## config.mk

```make
export PLATFORM = sky130hd
export DESIGN_NAME = neural_acq_engine
export DESIGN_NICKNAME = d
export VERILOG_FILES = /design/src/rtl/neural_acq_engine.sv
export SDC_FILE = /design/constraint.sdc
export NUM_CORES = 1
export LEC_CHECK = 0
export CORE_MARGIN = 2
export CORE_UTILIZATION = 35
export DETAILED_ROUTE_END_ITERATION = 10
export SYNTH_ARGS = -nofsm -noshare
export SYNTH_HDL_FRONTEND = slang
export SYNTH_SLANG_ARGS = --single-unit
```

## constraint.sdc

```tcl
create_clock -name sys_clk -period 5.5 [get_ports sys_clk]
set_input_delay 1.1 -clock sys_clk [delete_from_list [all_inputs] [get_ports sys_clk]]
set_output_delay 1.1 -clock sys_clk [all_outputs]
set_load 0.02 [all_outputs]
```

## src/rtl/neural_acq_engine.sv

```systemverilog
// Neural ADC acquisition: channel mask + spike threshold gate, timestamped packets into a show-ahead FIFO.
// Latency: admitting sample edge -> stage -> FIFO, so out_valid rises two edges later when the FIFO is empty.
// Backpressure: out_valid/out_ready; a stage write that meets a full FIFO with no pop is dropped and counted.
module neural_acq_engine #(
    parameter int SAMPLE_W   = 12,
    parameter int TS_W       = 16,
    parameter int NUM_CH     = 16,
    parameter int FIFO_DEPTH = 32,
    parameter int DROP_W     = 8,
    localparam int CH_W      = $clog2(NUM_CH),
    localparam int ADDR_W    = $clog2(FIFO_DEPTH),
    localparam int PKT_W     = CH_W + TS_W + SAMPLE_W
) (
    input  logic                sys_clk,
    input  logic                sys_rst_n,
    input  logic                in_valid,
    input  logic [SAMPLE_W-1:0] in_sample,
    input  logic [CH_W-1:0]     in_channel,
    input  logic                cfg_mode,
    input  logic [NUM_CH-1:0]   cfg_ch_mask,
    input  logic [SAMPLE_W-1:0] cfg_threshold,
    input  logic                cfg_clr_drop,
    output logic                out_valid,
    input  logic                out_ready,
    output logic [PKT_W-1:0]    out_data,
    output logic [ADDR_W:0]     fifo_level,
    output logic [DROP_W-1:0]   drop_cnt,
    output logic                overflow
);

    typedef struct packed {
        logic [CH_W-1:0]     ch;
        logic [TS_W-1:0]     ts;
        logic [SAMPLE_W-1:0] smp;
    } pkt_t;

    localparam logic [SAMPLE_W:0] MID = {2'b01, {(SAMPLE_W-1){1'b0}}};

    logic [TS_W-1:0]   ts_q, ts_d;
    logic              stg_vld_q;
    pkt_t              stg_q;
    pkt_t              mem_q [FIFO_DEPTH];
    logic [ADDR_W:0]   wptr_q, rptr_q;
    logic [DROP_W-1:0] drop_cnt_q, drop_cnt_d;
    logic              overflow_q, overflow_d;

    logic              mask_bit;
    logic [SAMPLE_W:0] smp_ext, dev;
    logic              admit;
    logic              empty, full, pop, push, drop;

    // Out-of-range channel indices (non-power-of-two NUM_CH) match no mask bit.
    always_comb begin
        mask_bit = 1'b0;
        for (int i = 0; i < NUM_CH; i++) begin
            if (in_channel == CH_W'(i)) mask_bit = cfg_ch_mask[i];
        end
    end

    assign smp_ext = {1'b0, in_sample};
    assign dev     = (smp_ext >= MID) ? (smp_ext - MID) : (MID - smp_ext);
    assign admit   = in_valid && mask_bit && (!cfg_mode || (dev >= {1'b0, cfg_threshold}));

    assign empty = (wptr_q == rptr_q);
    assign full  = (wptr_q[ADDR_W] != rptr_q[ADDR_W]) &&
                   (wptr_q[ADDR_W-1:0] == rptr_q[ADDR_W-1:0]);
    assign pop   = !empty && out_ready;
    // A full FIFO still takes the stage entry when the head leaves on the same edge.
    assign push  = stg_vld_q && (!full || pop);
    assign drop  = stg_vld_q && full && !pop;

    always_comb begin
        ts_d = ts_q;
        if (in_valid) ts_d = ts_q + TS_W'(1);
    end

    // Clear wins over history, but a drop on the clearing edge is still recorded.
    always_comb begin
        drop_cnt_d = drop_cnt_q;
        overflow_d = overflow_q;
        if (cfg_clr_drop) begin
            drop_cnt_d = drop ? DROP_W'(1) : '0;
            overflow_d = drop;
        end else if (drop) begin
            if (drop_cnt_q != {DROP_W{1'b1}}) drop_cnt_d = drop_cnt_q + DROP_W'(1);
            overflow_d = 1'b1;
        end
    end

    always_ff @(posedge sys_clk or negedge sys_rst_n) begin
        if (!sys_rst_n) begin
            ts_q       <= '0;
            stg_vld_q  <= 1'b0;
            stg_q      <= '0;
            wptr_q     <= '0;
            rptr_q     <= '0;
            drop_cnt_q <= '0;
            overflow_q <= 1'b0;
        end else begin
            ts_q       <= ts_d;
            stg_vld_q  <= admit;
            if (admit) begin
                stg_q.ch  <= in_channel;
                stg_q.ts  <= ts_q;
                stg_q.smp <= in_sample;
            end
            if (push) wptr_q <= wptr_q + 1'b1;
            if (pop)  rptr_q <= rptr_q + 1'b1;
            drop_cnt_q <= drop_cnt_d;
            overflow_q <= overflow_d;
        end
    end

    always_ff @(posedge sys_clk) begin
        if (push) mem_q[wptr_q[ADDR_W-1:0]] <= stg_q;
    end

    assign out_valid  = !empty;
    assign out_data   = empty ? '0 : mem_q[rptr_q[ADDR_W-1:0]];
    assign fifo_level = wptr_q - rptr_q;
    assign drop_cnt   = drop_cnt_q;
    assign overflow   = overflow_q;

endmodule

```

==> results.cfg <==
[floorplanning]
core_area_sq_um = 122000
initial_utilization_pct = 35.2
fp.dieH_microns = 354
io_pins = 98
rows = 128
dieArea_sq_um = 125000
die_width_microns = 354

[synthesis]
synth_area_leaders = edfxtp_1 72%, mux4_2 17%, dfrtp_1 4.1%
synth_edf_count = 1024
ys.flop_type = edfxtp_1
synth_top_area_cell = edfxtp_1
synth_top_area_share_pct = 71.7
syn_avg_cell_area_sq_um = 22.4
ys_async_sr_fraction_pct = 6.40
synth-seq-area-share_pct = 75.8
synth_commonest_cells = 1,024 x edfxtp_1, 320 x mux4_2, 72 x inv_1
synth.most_common_cell = edfxtp_1
netlist_area_sq_um = 42900
ys_ff_latch = 1094
synth.distinct_cells = 50
yosys_warnings = 0
syn_nets = 1994
netlist_instances = 1918

[cts]
post-cts-setup-buffers = 0
cts_tree = yes
clockBufferDepth = 3
htreeDepth = 3
clk_latency_ns = 0.69
cts_resized = 0
cts_root_buf = clkbuf_16
cts_sinks = 1094
cts_hold_buf = 0
cts_buffers = 107
clk_pin_slew_ns = 0.07

[sta]
slew_violations = 0
tightest_slew_ns = 1.28
whs_ns = 0.476
finalSetupViolCount = 0
finalHoldViolations = 0
period_needed_ns = 5.10
layout_setup_ws_ns = 0.403
period_share_pct = 92.7
rsz0062_at_grt = false
slew_headroom_pct = 14.4
skew_ns = 0.0317
setup_tns_ns = 0
fmax_mhz = 196

[route]
firstDrtPassIters = 7
via_per_inst = 5.28
via_count = 20000
drc = 0
dr.first_iter.drc_count = 1991
wl_microns = 100000
wire_per_inst_microns = 26.5
ant_nets = 0

[setup_path]
cp.arrival_ns = 4.00
cp.required_ns = 4.40
critPathKind = flip-flop to output pin
cp-start-kind = flip-flop
end_kind = output pin
cp_max_fo = 19

[grt]
grt_pass1_vias = 21100
grt_pass1_wl_microns = 145000
grt_max_degree = 138
grt_overflow = 0
antenna_found_initial = 0
grt_usage_pct = 16.0

[worst_hold_path]
holdCritPathClass = flip-flop to flip-flop

[finish]
n_fill_cell = 10600
multi_input_area_sq_um = 9710
fin_nets = 2161
syn_to_final_growth_pct = 15.8
final_area_sq_um = 49700
drive_above_1_share_pct = 27.0
instances_no_fill = 3797
n_antenna_cell = 0
regArea_sq_um = 32500

[place]
dp.cells = 3601
place_ws_ns = 0.642
io_buffers = 97
gp_congestion = 0.786
place_area_sq_um = 46200
dp_hpwl_microns = 52300

[flow_run]
max-cap-violations = 0

[pwr]
p_leak_nw = 16.2
power_density_nw_per_um2 = 495
ir_drop_uv = 482

[status]
status = finished clean
==> path summary, 6_finish.rpt <==
kind                       startpoint             to  slack (ns)  depth (start not counted)
min in group asynchronous   sys_rst_n    drop_cnt[5]        0.57                          1
max reg2reg                 rptr_q[2]  mem_q[27][21]        1.34                          8
min reg2reg                  ts_q[15]       ts_q[15]        0.48                          1
min                          ts_q[15]       ts_q[15]        0.48                          1
max                         rptr_q[2]   out_data[31]        0.40                          9
max in group asynchronous   sys_rst_n      rptr_q[2]        4.21                          1
==> power by group <==
group	switching (mW)	internal [mW]
Sequential	0.777	9.95
Combinational	3.46	3.19
Clock	3.05	4.13
Total	7.29	17.3
==> flip-flops by register name (all words and copies together) (netlist names) <==
name	flops
wptr_q	6
rptr_q	6
overflow	1
stg_vld_q	1
drop_cnt	8
mem_q	1024
ts_q	16
stg_q	32
==> kinds of logic after synthesis <==
| group | share of synthesized area [%] |
|---|---|
| AOI/OAI and AO/OA | 0.995 |
| muxes | 17.8 |
| adders and majority gates | 0.776 |
| buffers and inverters | 2.14 |
| and+or+nand+nor | 1.56 |
| DFF | 75.8 |
| xor gates and xnor gates | 0.899 |
==> per-layer routing <==
metal / up-vias / track usage [%] / part of all wire [%]
met5: - / 0 / 0
li1: 8289 / - / -
met3: 130 / 2.81 / 7.3
met4: 0 / 4.45 / 2.2
met1: 10800 / 22.1 / 41
met2: 810 / 26.2 / 49
==> final cells by class <==
cell class	count	area share (%)
multi-input combinational	638	19.6
clock buffer	134	5.86
timing repair buffer	151	3.22
inverter	93	0.708
sequential	1094	65.5
tap	1625	4.09
clock inverter	62	1.10
==> placed cells by master, fill, tap and decap left out, drive strengths merged, types with 32 or more instances in the layout <==
cell type	synthesis	routed
edfxtp	1024	1024
mux2	35	35
clkdlybuf4s50	0	96
o22ai	32	32
clkbuf	42	134
nor2	58	58
clkinv	19	65
inv	74	79
dfrtp	70	70
buf	51	55
mux4	320	320
==> critical path, cell delays in order, from the launching register on <==
cell             delay (ns)
dfrtp_4                0.67
inv_1                  0.09
ha_1                   0.34
nand3_1                0.12
nor2_1                 0.05
nand2_1                0.19
nand2_2                0.33
buf_4                  0.37
o22ai_1                0.42
clkdlybuf4s50_1        0.71
==> metrics by stage <==
stage / total power [mW] / util [%]
final: 24.6 / 40.8
after global routing: 25.5 / 40.8
after CTS: 24.9 / 40.8
after detailed placement: 17.7 / 38.0
after global placement: 17.6 / 38.0
after floorplan: 15.2 / -
(Power assumes the default switching activity.)
